$ cat src/rtl/led_peripheral.sv
// Purpose : memory-mapped LED peripheral; data/toggle/blink-mask/blink-period registers driving board LEDs.
// Latency : a store updates its register on the strobe edge, leds one edge later; reads return one edge after the strobe.
// Backpressure: none; every strobe is accepted in its cycle and readValid is a single-cycle pulse.
//
// Ports:
//   clk, rst        - system clock; asynchronous active-high reset
//   ledWriteEnable  - store strobe (one cycle per store), register chosen by regSel
//   ledReadEnable   - load strobe, register chosen by regSel
//   regSel          - register offset (address bits [3:2]): 0 data, 1 toggle, 2 blink mask, 3 blink period
//   writeData       - store data; bits above the target register width are dropped
//   readData        - registered, zero-extended read value (holds between reads)
//   readValid       - one-cycle pulse marking readData valid
//   leds            - registered LED drive
//
// Build option: define LED_BLINK_EN to include the blink engine (BLINK_MASK, BLINK_PERIOD,
// prescaler, phase). Without it offsets 2/3 ignore writes and read as 0.
module led_peripheral #(
  parameter int LED_WIDTH    = 16,
  parameter int DATA_WIDTH   = 32,
  parameter int PERIOD_WIDTH = 32
) (
  input  logic                  clk,
  input  logic                  rst,
  input  logic                  ledWriteEnable,
  input  logic                  ledReadEnable,
  input  logic [1:0]            regSel,
  input  logic [DATA_WIDTH-1:0] writeData,
  output logic [DATA_WIDTH-1:0] readData,
  output logic                  readValid,
  output logic [LED_WIDTH-1:0]  leds
);

  localparam logic [1:0] SEL_DATA   = 2'd0;
  localparam logic [1:0] SEL_TOGGLE = 2'd1;
  localparam logic [1:0] SEL_MASK   = 2'd2;
  localparam logic [1:0] SEL_PERIOD = 2'd3;

  logic [LED_WIDTH-1:0]  r_led_data;
  logic [LED_WIDTH-1:0]  r_leds;
  logic [DATA_WIDTH-1:0] r_read_data;
  logic                  r_read_valid;

  logic [LED_WIDTH-1:0]  w_wr_led;
  logic [LED_WIDTH-1:0]  w_blink_term;
  logic [DATA_WIDTH-1:0] w_read_mux;
  logic                  w_unused_wdata;

  assign w_wr_led = writeData[LED_WIDTH-1:0];
  // Upper store bits are intentionally dropped in some builds.
  assign w_unused_wdata = &{1'b0, writeData};

  always_ff @(posedge clk or posedge rst) begin
    if (rst) begin
      r_led_data <= '0;
    end else if (ledWriteEnable) begin
      if (regSel == SEL_DATA)
        r_led_data <= w_wr_led;
      else if (regSel == SEL_TOGGLE)
        r_led_data <= r_led_data ^ w_wr_led;
    end
  end

`ifdef LED_BLINK_EN
  localparam logic [PERIOD_WIDTH-1:0] PERIOD_ONE = {{(PERIOD_WIDTH-1){1'b0}}, 1'b1};

  logic [LED_WIDTH-1:0]    r_blink_mask;
  logic [PERIOD_WIDTH-1:0] r_blink_period;
  logic [PERIOD_WIDTH-1:0] r_prescaler;
  logic                    r_blink_phase;

  always_ff @(posedge clk or posedge rst) begin
    if (rst) begin
      r_blink_mask <= '0;
    end else if (ledWriteEnable && regSel == SEL_MASK) begin
      r_blink_mask <= w_wr_led;
    end
  end

  // A period write restarts the engine from phase 0 on the same edge.
  // Comparing against period-1 (period is non-zero here) wraps before the
  // counter could overflow, even at the all-ones period.
  always_ff @(posedge clk or posedge rst) begin
    if (rst) begin
      r_blink_period <= '0;
      r_prescaler    <= '0;
      r_blink_phase  <= 1'b0;
    end else if (ledWriteEnable && regSel == SEL_PERIOD) begin
      r_blink_period <= writeData[PERIOD_WIDTH-1:0];
      r_prescaler    <= '0;
      r_blink_phase  <= 1'b0;
    end else if (r_blink_period == '0) begin
      r_prescaler    <= '0;
      r_blink_phase  <= 1'b0;
    end else if (r_prescaler == r_blink_period - PERIOD_ONE) begin
      r_prescaler    <= '0;
      r_blink_phase  <= ~r_blink_phase;
    end else begin
      r_prescaler    <= r_prescaler + PERIOD_ONE;
    end
  end

  assign w_blink_term = r_blink_phase ? r_blink_mask : '0;

  always_comb begin
    w_read_mux = '0;
    case (regSel)
      SEL_DATA, SEL_TOGGLE: w_read_mux = DATA_WIDTH'(r_led_data);
      SEL_MASK:             w_read_mux = DATA_WIDTH'(r_blink_mask);
      SEL_PERIOD:           w_read_mux = DATA_WIDTH'(r_blink_period);
      default:              w_read_mux = '0;
    endcase
  end
`else
  assign w_blink_term = '0;

  always_comb begin
    w_read_mux = '0;
    if (regSel == SEL_DATA || regSel == SEL_TOGGLE)
      w_read_mux = DATA_WIDTH'(r_led_data);
  end
`endif

  // LEDs are driven from the registered state, so they lag any update by one edge.
  always_ff @(posedge clk or posedge rst) begin
    if (rst)
      r_leds <= '0;
    else
      r_leds <= r_led_data ^ w_blink_term;
  end

  // The read mux sees pre-edge register values, so a same-cycle write is not visible to the read.
  always_ff @(posedge clk or posedge rst) begin
    if (rst) begin
      r_read_data  <= '0;
      r_read_valid <= 1'b0;
    end else begin
      r_read_valid <= ledReadEnable;
      if (ledReadEnable)
        r_read_data <= w_read_mux;
    end
  end

  assign leds      = r_leds;
  assign readData  = r_read_data;
  assign readValid = r_read_valid;

endmodule

$ cat config.mk
export PLATFORM = sky130hd
export DESIGN_NAME = led_peripheral
export DESIGN_NICKNAME = d
export VERILOG_FILES = /design/src/rtl/led_peripheral.sv
export SDC_FILE = /design/constraint.sdc
export NUM_CORES = 1
export LEC_CHECK = 0
export ABC_AREA = 1
export ABC_CLOCK_PERIOD_IN_PS = 1520
export CAP_MARGIN = 30
export CORE_MARGIN = 4
export CORE_UTILIZATION = 38
export DETAILED_ROUTE_END_ITERATION = 6
export PLACE_DENSITY = 0.77
export SYNTH_ARGS = -nofsm -noshare
export SYNTH_HDL_FRONTEND = slang
export SYNTH_SLANG_ARGS = --single-unit
$ cat constraint.sdc
create_clock -name clk -period 1.52 [get_ports clk]
set_input_delay 0.304 -clock clk [delete_from_list [all_inputs] [get_ports clk]]
set_output_delay 0.304 -clock clk [all_outputs]
set_load 0.05 [all_outputs]
==> metrics.yaml, run 1 <==
outcome: "finished clean"
totalWireLength_um: 4260
setup_violations: 0
synth_area_per_cell_um2: 9.31
final_max_slew_viol_count: 0
area_delta_synth_final_pct: 43.5
track_usage_pct: 13.5
slowest_delay_ps: 550
path_class: "in2reg"
fin_tns_setup_ps: 0
wl_per_cell_um: 12.0
start_util_pct: 40.2
final_area_um2: 3020
multi_input_area_um2: 594
final_layout_size_suffix_gt1_share_pct: 19.4
clk_pin_slew_ps: 80
grt_pass1_wl_um: 6930
rsz0062_at_grt: "false"
cts_buffers: 5
skew_ps: 1.67
io_buffers: 54
antenna_found_initial: 0
async_flop_share_pct: 100
post-route-util_pct: 57.7
fin_crit_ps: 1220
syn-instance-count: 226
yosysUniqueCellTypes: 17
clock-root-buffer: "clkbuf_8"
die-height_um: 82.4
ctsLongestPathBuffers: 2
clock-sinks: 49
critical-path-slowest-cell: "clkdlybuf4s50_1"
grt_pass1_vias: 1495
fin_ws_ps: 298
final_hold_viol_count: 0
cts_tree: "yes"
grt_max_degree: 50
synth-seq-area-share_pct: 58.3
cts_resized: 0
vdd_drop_max_mv: 0.574
grt-ovfl-total: 0
yosys.area.top_type_share_pct: 58.3
crit_required_ps: 1720
period_share_pct: 80.4
dr.pass1.iters: 4
post_cts_buffers: 0
synth_top_area_cell: "dfrtp_1"
dpl-instance-area_um2: 2900
synth-edff-count: 0
leakagePower_nw: 1.50
routabilityCongestion: 0.725
ys_top_cells_by_count: "62 x nand2_1, 49 x dfrtp_1, 33 x inv_1"
ys_seq_elements: 49
crit_fanout: 18
yosys_warnings: 0
cp_data_arrival_time_ps: 1420
design.die.area_um2: 6790
ys_top_cells_by_area: "dfrtp_1 58%, nand2_1 11%, inv_1 5.9%, buf_4 5.7%, nand4_1 4.8%"
power_density_nw_per_um2: 1330
path_delay_family: "buffers and inverters"
ys.flop_type: "dfrtp_1"
dp_hpwl_um: 3090
clock.fmax_mhz: 818
worst_hold_slack_ps: 356
vias: 1570
htreeDepth: 2
ant_nets: 0
hold_path.class: "in2async"
nFillCells: 434
worstPathCellList: "clkdlybuf4s50_1 > inv_2 > nor2_4 > buf_12 > nand4_1 > nand2_1 > inv_1"
boundaryPins: 87
insertion_delay_ps: 290
critPathBufInv: 4
antennaDiodeCount: 0
seqCellArea_um2: 1230
netlist_area_um2: 2100
dpl_worst_slack_ps: 1.54
die_x_um: 82.4
maxCapViolations: 0
core_area_um2: 5240
via_per_inst: 4.44
worstSetupEndpointType: "flip-flop"
drc: 0
worst_setup_path_start_kind: "input port"
num-nets-final: 321
drt_iter0_drc: 98
row_count: 26
yosysMostFrequentCell: "nand2_1"
hold_buffers: 0
cell families after synthesis:
logic type,Yosys count,share of synthesized area (%)
other,1,0.178
DFF,49,58.3
buffers and inverters,62,16.2
AOI/OAI and AO/OA,16,3.81
and+or+nand+nor,98,21.6
sequential cells by signal, indices dropped and copies added, names as in the netlist:
name / flops
readData: 16
readValid: 1
leds: 16
r_led_data: 16
layout make-up:
class	count	area share, %
tap	70	2.90
timing repair buffer	61	28.5
inverter	36	4.47
sequential	49	40.6
clock inverter	1	0.994
multi-input combinational	130	19.7
clock buffer	7	2.86
path summary, 6_finish.rpt:
| path | start | endpoint | slack [ps] | cells after the start |
|---|---|---|---|---|
| max | ledWriteEnable | r_led_data[15]$_DFFE_PP0P_ | 300 | 7 |
| min | rst | leds[0]$_DFF_PP0_ | 360 | 3 |
| max reg2reg | r_led_data[4]$_DFFE_PP0P_ | r_led_data[4]$_DFFE_PP0P_ | 770 | 4 |
| min reg2reg | r_led_data[2]$_DFFE_PP0P_ | leds[2]$_DFF_PP0_ | 430 | 0 |
| max in group asynchronous | rst | leds[9]$_DFF_PP0_ | 950 | 3 |
| min in group clk | r_led_data[2]$_DFFE_PP0P_ | leds[2]$_DFF_PP0_ | 430 | 0 |
placed cells by master, fill, tap and decap left out, types with 2 or more instances in the layout:
| cell type | netlist | layout |
|---|---|---|
| nand2_1 | 62 | 62 |
| inv_1 | 33 | 32 |
| o21ai_0 | 16 | 16 |
| buf_4 | 16 | 12 |
| clkdlybuf4s50_1 | 0 | 21 |
| dfrtp_1 | 49 | 49 |
| clkbuf_8 | 0 | 6 |
| nand3_1 | 16 | 16 |
| conb_1 | 1 | 16 |
| inv_2 | 3 | 4 |
| buf_12 | 0 | 28 |
| nand4_1 | 16 | 16 |
| nand2_2 | 2 | 2 |
power breakdown:
group          internal, W  leakage (nW)  switching [W]  total [W]
Clock             0.000536        0.0585       0.000392   0.000928
Sequential         0.00151         0.599       0.000188    0.00170
Combinational     0.000572         0.840       0.000814    0.00139
tightest hold or removal path: stages:
cell,delay (ps)
clkdlybuf4s50_1,410
inv_2,70
buf_12,250
metal layers:
metal  wire [µm]  vias up  GRT usage, %
met5           0        -             0
met4          64        0          5.15
met3         305        5          3.47
met2        2140       57          23.5
met1        1750      725          16.0
li1            -      783             -
metrics by stage:
stage	instances	power, W
CTS	354	0.00407
finish	354	0.00401
global route	354	0.00422
detailed placement	346	0.00313
floorplan	241	0.00248
global placement	346	0.00309
Power figures use the tool's default switching activity.
==> inputs of run 2 (changes only) <==
--- a/config.mk
+++ b/config.mk
@@ -6,7 +6,7 @@
 export NUM_CORES = 1
 export LEC_CHECK = 0
 export ABC_AREA = 1
-export ABC_CLOCK_PERIOD_IN_PS = 1520
+export ABC_CLOCK_PERIOD_IN_PS = 1050
 export CAP_MARGIN = 30
 export CORE_MARGIN = 4
 export CORE_UTILIZATION = 38
==> constraint.sdc (replaced) <==
create_clock -name clk -period 1.05 [get_ports clk]
set_input_delay 0.21 -clock clk [delete_from_list [all_inputs] [get_ports clk]]
set_output_delay 0.21 -clock clk [all_outputs]
set_load 0.05 [all_outputs]
==> metrics.yaml, run 2 (synthesized netlist as in run 1, its figures left out) <==
final_cells: 358  # +1.1%
power_density_nw_per_um2: 1820  # +37%
track_usage_pct: 15.2  # +1.6 points
final_max_slew_viol_count: 0  # unchanged
die-height_um: 82.4  # unchanged
design.die.area_um2: 6790  # unchanged
num-nets-final: 325  # +1.2%
antenna_found_initial: 0  # unchanged
wl_per_cell_um: 13.3  # +11%
dp_hpwl_um: 3300  # +6.8%
cp_data_arrival_time_ps: 890  # -530 ps
violations: "negative setup slack"
cts_buffers: 5  # unchanged
fin_tns_setup_ps: -1040  # -1040 ps
worst_setup_path_start_kind: "flip-flop"
period_share_pct: 105
maxCapViolations: 0  # unchanged
vias: 1621  # +3.2%
p_total_w: 0.00576  # +44%
outcome: "complete, but fails checks"
die_x_um: 82.4  # unchanged
grt-ovfl-total: 0  # unchanged
fin_ws_ps: -53.8  # -352 ps
fin_crit_ps: 1100
final_common_cell: "nand2_1"
via_per_inst: 4.53  # +2.1%
grt_max_degree: 34  # -32%
skew_ps: 6.87  # +5.20 ps
routabilityCongestion: 0.725  # about the same
path_delay_family: "flip-flops"
start_util_pct: 40.2  # unchanged
core_area_um2: 5240  # unchanged
boundaryPins: 87  # unchanged
totalWireLength_um: 4780  # +12%
crit_fanout: 2  # -16
ant_nets: 0  # unchanged
cp-startpoint: "readData[11]$_DFFE_PP0P_"
row_count: 26  # unchanged
cts_tree: "yes"
clk_pin_slew_ps: 90  # about the same
drc: 0  # unchanged
dp_cells: 345  # -0.29%
grt_pass1_vias: 1622  # +8.5%
area_delta_synth_final_pct: 50.2
path_class: "reg2out"
dr.pass1.iters: 4  # unchanged
clock-root-buffer: "clkbuf_8"
clock-sinks: 49  # unchanged
worst_hold_slack_ps: 163  # -193 ps
crit_required_ps: 840  # -880 ps
final_layout_size_suffix_gt1_share_pct: 21.2  # +1.8 points
antennaDiodeCount: 0  # unchanged
r2r-start: "readData[2]$_DFFE_PP0P_"
final_hold_viol_count: 0  # unchanged
vdd_drop_max_mv: 0.770  # +34%
io_buffers: 54  # unchanged
grt_pass1_wl_um: 7640  # +10%
slowest_delay_ps: 430  # -120 ps
leakagePower_nw: 1.56  # +4.2%
clock.fmax_mhz: 906
critical-path-slowest-cell: "dfrtp_1"
dpl_worst_slack_ps: -391  # -393 ps
drt_iter0_drc: 75  # -23%
worstPathCellList: "buf_12"
worstSetupEndpointType: "output port"
insertion_delay_ps: 300  # about the same
final_cell_mix: "62 x nand2_1, 49 x dfrtp_1, 37 x buf_12, 32 x inv_1, 18 x clkdlybuf4s50_1"
setup_violations: 33  # +33
hold_path.class: "in2async"
ctsLongestPathBuffers: 2  # unchanged
htreeDepth: 2  # unchanged
critPathBufInv: 1  # -3
rsz0062_at_grt: "true"
run 2: cell types whose count changed in the layout (fill, tap and decap cells not counted), moves of 2 or more:
cell	delta
clkdlybuf4s50_1	-3
buf_4	-9
clkinv_2	+2
clkinvlp_4	+2
buf_12	+9
run 2: metal layers:
metal	GRT usage (%)	vias to the layer above	wire (µm)
li1	-	796	-
met2	25.6	59	2440
met5	0	-	0
met3	3.90	9	347
met4	6.98	0	123
met1	18.0	757	1870
run 2: cell type report:
class	instances	area, µm²
Clock inverter	3	17.5
Multi-Input combinational cell	131	604
Timing Repair Buffer	64	1020
Inverter	36	139
Fill cell	402	2080
Tap cell	70	87.6
Clock buffer	5	68.8
Sequential cell	49	1230
run 2: repair_timing:
action | 4_1_cts | 5_1_grt
setup endpoints to repair | 49 | 48
buffers inserted | 2 | 0
hold buffers | 0 | 0
gates resized for setup | 2 | 4
gates cloned | 1 | 2
pin swaps | 1 | 1
endpoints found under the hold margin | 0 | 0
run 2: final timing paths:
path / end / slack (ps) / cells past startpoint
setup / recovery: readData[11] / -50 / 1
hold / removal: readData[2]$_DFFE_PP0P_ / 160 / 2
setup reg to reg: readData[2]$_DFFE_PP0P_ / 280 / 3
hold reg to reg: leds[0]$_DFF_PP0_ / 440 / 0
max in group asynchronous: readData[10]$_DFFE_PP0P_ / 540 / 3
min in group clk: r_led_data[10]$_DFFE_PP0P_ / 410 / 6
run 2: where the power goes:
group | total, W | switching [W] | internal (W) | leakage, nW
clock network | 0.00108 | 0.000618 | 0.000460 | 0.0439
registers | 0.00250 | 0.000310 | 0.00219 | 0.599
logic | 0.00218 | 0.00120 | 0.000981 | 0.918
run 2: stage by stage:
stage,area (µm²),util (%)
after floorplan,2160,-
after global placement,3010,57.5
after detailed placement,3010,57.5
after CTS,3140,60.0
after global routing,3160,60.4
final,3160,60.4
==> inputs of run 3 (changes only) <==
==> config.mk (replaced) <==
export PLATFORM = sky130hd
export DESIGN_NAME = led_peripheral
export DESIGN_NICKNAME = d
export VERILOG_FILES = /design/src/rtl/led_peripheral.sv
export SDC_FILE = /design/constraint.sdc
export NUM_CORES = 1
export LEC_CHECK = 0
export ABC_CLOCK_PERIOD_IN_PS = 1200
export CAP_MARGIN = 30
export CORE_MARGIN = 4
export CORE_UTILIZATION = 43
export DETAILED_ROUTE_END_ITERATION = 6
export PLACE_DENSITY = 0.82
export SYNTH_ARGS = -nofsm -noshare
export SYNTH_HDL_FRONTEND = slang
export SYNTH_SLANG_ARGS = --single-unit
export TNS_END_PERCENT = 10
==> constraint.sdc (replaced) <==
create_clock -name clk -period 1.2 [get_ports clk]
set_input_delay 0.24 -clock clk [delete_from_list [all_inputs] [get_ports clk]]
set_output_delay 0.24 -clock clk [all_outputs]
set_load 0.05 [all_outputs]
==> metrics.yaml, run 3 <==
antennaDiodeCount: 0  # unchanged
synth-seq-area-share_pct: 57.4  # -0.85 points
final_common_cell: "dfrtp_1"
drt_iter0_drc: 110  # +47%
syn-instance-count: 191  # -15%
synth_compound_area_share_pct: 19.9  # +16 points
dp_hpwl_um: 3100  # -6.2%
final_max_slew_viol_count: 0  # unchanged
dr.pass1.iters: 4  # unchanged
crit_fanout: 2  # unchanged
totalWireLength_um: 4340  # -9.1%
final_area_um2: 3170  # +0.36%
muxShareOfSynthArea_pct: 0  # unchanged
start_util_pct: 44.9  # +4.7 points
ys_top_cells_by_count: "49 x dfrtp_1, 32 x o21ai_0, 28 x a21oi_2, 17 x buf_4, 17 x inv_1"
boundaryPins: 87  # unchanged
area_delta_synth_final_pct: 48.6
ant_nets: 0  # unchanged
row_count: 25  # -3.8%
synth_xor_area_share_pct: 0  # unchanged
path_delay_family: "flip-flops"
synth_fa_ha_area_share_pct: 0  # unchanged
slowest_delay_ps: 440  # about the same
io_buffers: 54  # unchanged
reg2reg_depth: 3  # unchanged
grt_pass1_vias: 1454  # -10%
netlist_area_um2: 2140  # +1.5%
path_class: "reg2out"
synth_area_per_cell_um2: 11.2  # +20%
grt_pass1_wl_um: 7070  # -7.5%
hold_buffers: 0  # unchanged
clk_pin_slew_ps: 90  # about the same
rsz0062_at_grt: "false"
dpl-instance-area_um2: 3050  # +1.2%
cts_buffers: 5  # unchanged
post-route-util_pct: 66.7  # +6.4 points
ys_seq_elements: 49  # unchanged
yosys.area.top_type_share_pct: 57.4  # -0.85 points
worst_setup_path_start_kind: "flip-flop"
setup_violations: 0  # -100%
dp_cells: 307  # -11%
wl_per_cell_um: 13.8  # +3.3%
crit_required_ps: 960  # +120 ps
track_usage_pct: 15.1  # -0.028 points
r2r-start: "r_led_data[3]$_DFFE_PP0P_"
final_layout_size_suffix_gt1_share_pct: 31.5  # +10 points
synth-edff-count: 0  # unchanged
antenna_found_initial: 0  # unchanged
hold_path.class: "in2async"
yosysMostFrequentCell: "dfrtp_1"
clock.fmax_mhz: 878
leakagePower_nw: 1.34  # -14%
clock-sinks: 49  # unchanged
die-height_um: 78.5  # -4.8%
outcome: "finished clean"
worstSetupEndpointType: "output port"
power_density_nw_per_um2: 1730  # -4.8%
critPathBufInv: 1  # unchanged
ys_top_cells_by_area: "dfrtp_1 57%, a21oi_2 11%, o21ai_0 7.5%, buf_4 6.0%, nand3b_1 5.6%"
design.die.area_um2: 6160  # -9.3%
final_cell_mix: "49 x dfrtp_1, 37 x buf_12, 32 x o21ai_0, 28 x a21oi_2, 20 x clkdlybuf4s50_1"
maxCapViolations: 0  # unchanged
die_x_um: 78.5  # -4.8%
synth_top_family_by_area: "compound AO/OA/AOI/OAI gates"
async_flop_share_pct: 100  # unchanged
reg2reg_setup_slack_ps: 320  # +40 ps
core_area_um2: 4750  # -9.2%
clock-root-buffer: "clkbuf_8"
worstPathCellList: "buf_12"
yosys_warnings: 0  # unchanged
cts_resized: 0  # -2
vias: 1484  # -8.5%
yosysUniqueCellTypes: 16  # -1
final_hold_viol_count: 0  # unchanged
ys.flop_type: "dfrtp_1"
vdd_drop_max_mv: 0.683  # -11%
skew_ps: 2.24  # -4.63 ps
final_cells: 315  # -12%
synthSimpleGateAreaFrac_pct: 9.78  # -12 points
grt_max_degree: 50  # +47%
num-nets-final: 285  # -12%
grt-ovfl-total: 0  # unchanged
via_per_inst: 4.71  # +4.0%
fin_tns_setup_ps: 0  # +1040 ps
cts_tree: "yes"
drc: 0  # unchanged
r2r_end: "r_led_data[3]$_DFFE_PP0P_"
post_cts_buffers: 0  # -2
htreeDepth: 2  # unchanged
insertion_delay_ps: 290  # about the same
worst_hold_slack_ps: 342  # +179 ps
routabilityCongestion: 0.693  # -4.4%
critical-path-slowest-cell: "dfrtp_1"
ctsLongestPathBuffers: 2  # unchanged
cp_data_arrival_time_ps: 900  # about the same
fin_crit_ps: 1140
period_share_pct: 94.9
synth_top_area_cell: "dfrtp_1"
==> run 3: cell types whose count changed in the layout (fill, tap and decap cells not counted), sizes merged, moves of 2 or more <==
cell / previous run / this run
nand3b: 0 / 16
nand4: 16 / 0
nand3: 18 / 16
a21oi: 0 / 32
clkdlybuf4s50: 18 / 20
clkinv: 2 / 0
buf: 42 / 40
nand2: 64 / 0
o21ai: 16 / 32
inv: 35 / 16
==> run 3: final cells by class <==
cell class / instances / area, µm²
Multi-Input combinational cell: 113 / 699
Clock inverter: 2 / 37.5
Timing Repair Buffer: 61 / 976
Inverter: 17 / 67.6
Sequential cell: 49 / 1230
Fill cell: 355 / 1580
Clock buffer: 6 / 82.6
Tap cell: 67 / 83.8
==> run 3: metal layers <==
layer	vias to the layer above	wire [µm]	global-route usage [%]
li1	724	-	-
met1	714	1770	17.9
met2	44	2320	27.0
met3	2	205	3.44
met4	0	44	5.24
met5	-	0	0
==> run 3: kinds of logic (layout without fill, tap and decap cells) <==
family                 Yosys count  in the layout
AO/OA/AOI/OAI                   64             64
buffers and inverters           44             86
other                            1             16
AND/OR/NAND/NOR                 33             33
flip-flops                      49             49
==> run 3: how the worst max path moves through the flow <==
| stage | end | cells past startpoint | startpoint |
|---|---|---|---|
| after global routing | readData[15] | 1 | readData[15]$_DFFE_PP0P_ |
| final | readData[15] | 1 | readData[15]$_DFFE_PP0P_ |
| after global placement | r_led_data[12]$_DFFE_PP0P_ | 5 | regSel[1] |
| after floorplan | r_led_data[15]$_DFFE_PP0P_ | 5 | ledWriteEnable |
| after detailed placement | readData[7]$_DFFE_PP0P_ | 4 | regSel[1] |
| after CTS | r_led_data[3]$_DFFE_PP0P_ | 5 | regSel[1] |
==> run 3: stage by stage <==
| stage | setup WS, ps | power (W) |
|---|---|---|
| 6_report | 60.9 | 0.00550 |
| 5_1_grt | 17.2 | 0.00575 |
| 4_1_cts | 22.8 | 0.00556 |
| 3_5_place_dp | -264 | 0.00434 |
| 3_3_place_gp | -230 | 0.00429 |
| 2_1_floorplan | 276 | 0.00329 |
==> run 3: power by group <==
group          switching [W]  internal, W
clock network       0.000532     0.000678
registers           0.000299      0.00194
logic                0.00111     0.000941
==> edit 1 (settings of run 3) <==
`LED_WIDTH`: 16 -> 20.
--- a/src/rtl/led_peripheral.sv
+++ b/src/rtl/led_peripheral.sv
@@ -17,3 +17,3 @@
 module led_peripheral #(
-  parameter int LED_WIDTH    = 16,
+  parameter int LED_WIDTH    = 20,
   parameter int DATA_WIDTH   = 32,
Ports: changed (resized leds); port bits go from 87 to 91. No check against the original RTL was run, so the function may have changed too.
==> edit 1 against run 3 <==
Non-clock buffer count is 13 higher. Area after synthesis is 14% higher. Maximum frequency fell by 0.92%. First-iteration DRC count shrank 58%. Register-to-register slack improved by 0.08 ns. Sequential share of layout area is 1.5 points higher. Sequential cell count up 12. Routed wire length rose by 26%. Die area rose by 13%. Design area grew 20%. Worst setup slack lost 0.011 ns. Via count grew 29%. Power grew 26%.
==> edit 1: results <==
group,metric,value,unit
detailed_routing,vias_per_cell,5.058,
synth,seq_area_frac_synth,0.6247,
global_routing,grt_pass1_vias,1870,
place,post-place-ws,-0.2016,ns
cts,root_buffer,"clkbuf_8",
global_routing,grt.total_usage,0.1634,
detailed_routing,drt_first_iter_violations,46,
status,status,"finished, final reports clean",
pwr,vdd_ir_drop_max,954.2,uV
cts,clk_pin_slew_worst_paths,0.06,ns
global_routing,grt_pass1_wl,8921,um
run,maxCapViolCount,0,
worst_setup_path,cp.arrival,0.91,ns
synth,synth_common_cells,"dfrtp_1 (61), a21oi_1 (40), o21ai_0 (37)",
cts,numCtsBuffers,9,
cts,clk_latency,0.32,ns
synth,synth_warnings,0,
place,hpwl,3964,um
detailed_routing,wl_per_cell,14.46,um
layout,fin_nets,338,
global_routing,grt_max_degree,42,
synth,synth_area_leaders,"dfrtp_1 (62%), a21oi_1 (8.2%), o21ai_0 (7.6%)",
global_routing,grt_overflow_total,0,
worst_setup_path,r2r_end,"r_led_data[16]",
timing,setup_viol_count_final,0,
synth,ys_types,14,
worst_setup_path,max_stage_delay,0.42,ns
worst_setup_path,r2r_slack,0.40,ns
place,gp_congestion,0.6580,
worst_setup_path,timing.rr.start,"r_led_data[16]",
pwr,p_int,4.550,mW
pwr,power_leakage,1.647,nW
timing,fin_skew,0.006883,ns
timing,hold_ws,0.3268,ns
[edit 1: power groups by stage]
stage | Sequential, mW | Clock (mW) | Combinational, mW
floorplan | 3.45 | 0 | 0.461
global placement | 2.79 | 0 | 2.39
detailed placement | 2.83 | 0 | 2.44
CTS | 2.79 | 1.77 | 2.44
global route | 2.84 | 1.88 | 2.52
finish | 2.79 | 1.73 | 2.42
[edit 1: worst max path at each step]
| stage | startpoint | to | slack, ns | cells past startpoint |
|---|---|---|---|---|
| after global routing | readData[17] | readData[17] | 0.009 | 1 |
| after floorplan | readData[19] | readData[19] | 0.31 | 2 |
| after detailed placement | ledWriteEnable | r_led_data[16] | -0.20 | 5 |
| after global placement | ledWriteEnable | r_led_data[1] | -0.15 | 5 |
| final | readData[1] | readData[1] | 0.05 | 1 |
| after CTS | readData[1] | readData[1] | 0.03 | 1 |
[edit 1: per-stage QoR]
stage	TNS, ns	area (um^2)	util	power, mW	std cells
finish	0	3806	0.6912	6.937	377
global route	0	3806	0.6912	7.242	377
CTS	0	3806	0.6912	7.005	377
detailed placement	-5.306	3615	0.6564	5.263	361
global placement	-4.470	3615	0.6564	5.177	361
floorplan	0	2489	-	3.915	241
[edit 1: cell families (layout without fill, tap and decap cells)]
logic type             Yosys count  after routing  synth area share
AO/OA/AOI/OAI                   80             80            0.1638
buffers and inverters           47            111            0.1019
flip-flops                      61             61            0.6247
other                            1             12          0.001535
AND/OR/NAND/NOR                 41             41            0.1080
[edit 1: metal layers]
layer,track usage,up-vias,part of all wire
li1,-,901,-
met1,0.1945,924,0.41
met2,0.2668,68,0.51
met3,0.04762,14,0.064
met4,0.08618,0,0.023
met5,0,-,0
[edit 1: final cells by class]
type	instances	area [um^2]
Timing Repair Buffer	74	1206
Fill cell	378	1700
Sequential cell	61	1526
Tap cell	72	90.09
Multi-Input combinational cell	133	709.4
Clock inverter	5	50.05
Inverter	21	82.58
Clock buffer	11	141.4
==> edit 2 (flow settings as in run 3) <==
Without the edit above. Put one more register stage on the output `leds`, with the module's reset. The value now appears one clock later. The other outputs are not delayed to match. Comments in the files are not updated.
--- a/src/rtl/led_peripheral.sv
+++ b/src/rtl/led_peripheral.sv
@@ -142,3 +142,9 @@
 
-  assign leds      = r_leds;
+  always_ff @(posedge clk or posedge rst) begin
+    if (rst) begin
+      leds <= '0;
+    end else begin
+      leds <= r_leds;
+    end
+  end
   assign readData  = r_read_data;
Function: changed (Yosys sat finds a counterexample within 4 cycles, from zero or initial values and one cycle with rst high).
==> edit 2 against run 3 <==
Sequential cell count up 16. Critical endpoint is now readData[3]. Power up 26%. Largest power group unchanged. Worst setup slack worse by 0.021 ns. Synthesized cell count up 8.4%. Routed wire length up 17%. Largest cell class unchanged. Design area up 16%. Area after synthesis up 19%. Count of clock-buffer cells in the layout up 6. Global-route usage up 0.32 points. Die area up 17%.
==> edit 2: results <==
group,metric,value,unit
detailed_routing,drt_first_iter_violations,117,
worst_setup_path,r2r_slack,0.35,ns
detailed_routing,wl_met1,2022,um
place,numPlacedInstances,328,
synth,synth_compound_area_frac,0.1677,
worst_setup_path,max_stage_delay,0.42,ns
worst_setup_path,startpoint,"readData[3]",
layout,drive_above_1_share,0.3162,
worst_setup_path,worstSetupEndpoint,"readData[3]",
global_routing,grt_use_met2,0.2619,
layout,n_fill_cell,407,
pwr,p_int,4.652,mW
global_routing,grt_pass1_wl,8542,um
detailed_routing,wl,5097,um
detailed_routing,vias,1653,
place,hpwl,3691,um
detailed_routing,wl_met2,2632,um
synth,synth_common_cells,"dfrtp_1 (65), o21ai_0 (32), a21oi_2 (28)",
place,dpl-instance-area,3457,um^2
layout,fin_nets,305,
pwr,pwr-share-comb,0.299,
synth,synth_area_leaders,"dfrtp_1 (64%), a21oi_2 (9.7%), o21ai_0 (6.3%)",
place,gp_congestion,0.7098,
pwr,power_leakage,1.557,nW
global_routing,grt.total_usage,0.1546,
timing,fin_skew,0.006880,ns
worst_setup_path,timing.rr.start,"r_led_data[13]",
timing,period_share,0.9669,
status,status,"finished, final reports clean",
cts,htreeDepth,3,
pwr,vdd_ir_drop_max,918.8,uV
synth,seq_area_frac_synth,0.6413,
synth,synth_area_per_cell,12.25,um^2
[edit 2: cell count changes after synthesis, sizes merged]
cell,change
dfrtp,+16
[edit 2: worst min-delay path, stage by stage]
cell and delay [ns]:
clkdlybuf4s50_1 0.44, clkinvlp_4 0.11, buf_12 0.24
[edit 2: how the worst min path moves through the flow]
stage,slack [ns],endpoint,startpoint,cells after the start
final,0.33,r_leds[13],rst,3
after global routing,0.36,leds[13],r_leds[13],0
after CTS,0.33,r_led_data[13],rst,3
after detailed placement,0.33,leds[0],r_leds[0],0
after global placement,0.33,leds[4],r_leds[4],0
after floorplan,0.27,readValid,ledReadEnable,0
[edit 2: layout make-up]
cell class                      count  area [um^2]  share of cell area
Timing Repair Buffer               61        973.4              0.2651
Clock buffer                       12        165.2             0.04497
Multi-Input combinational cell    113        699.4              0.1905
Clock inverter                      4        50.05             0.01363
Tap cell                           72        90.09             0.02453
Sequential cell                    65         1627              0.4429
Inverter                           17        67.56             0.01840
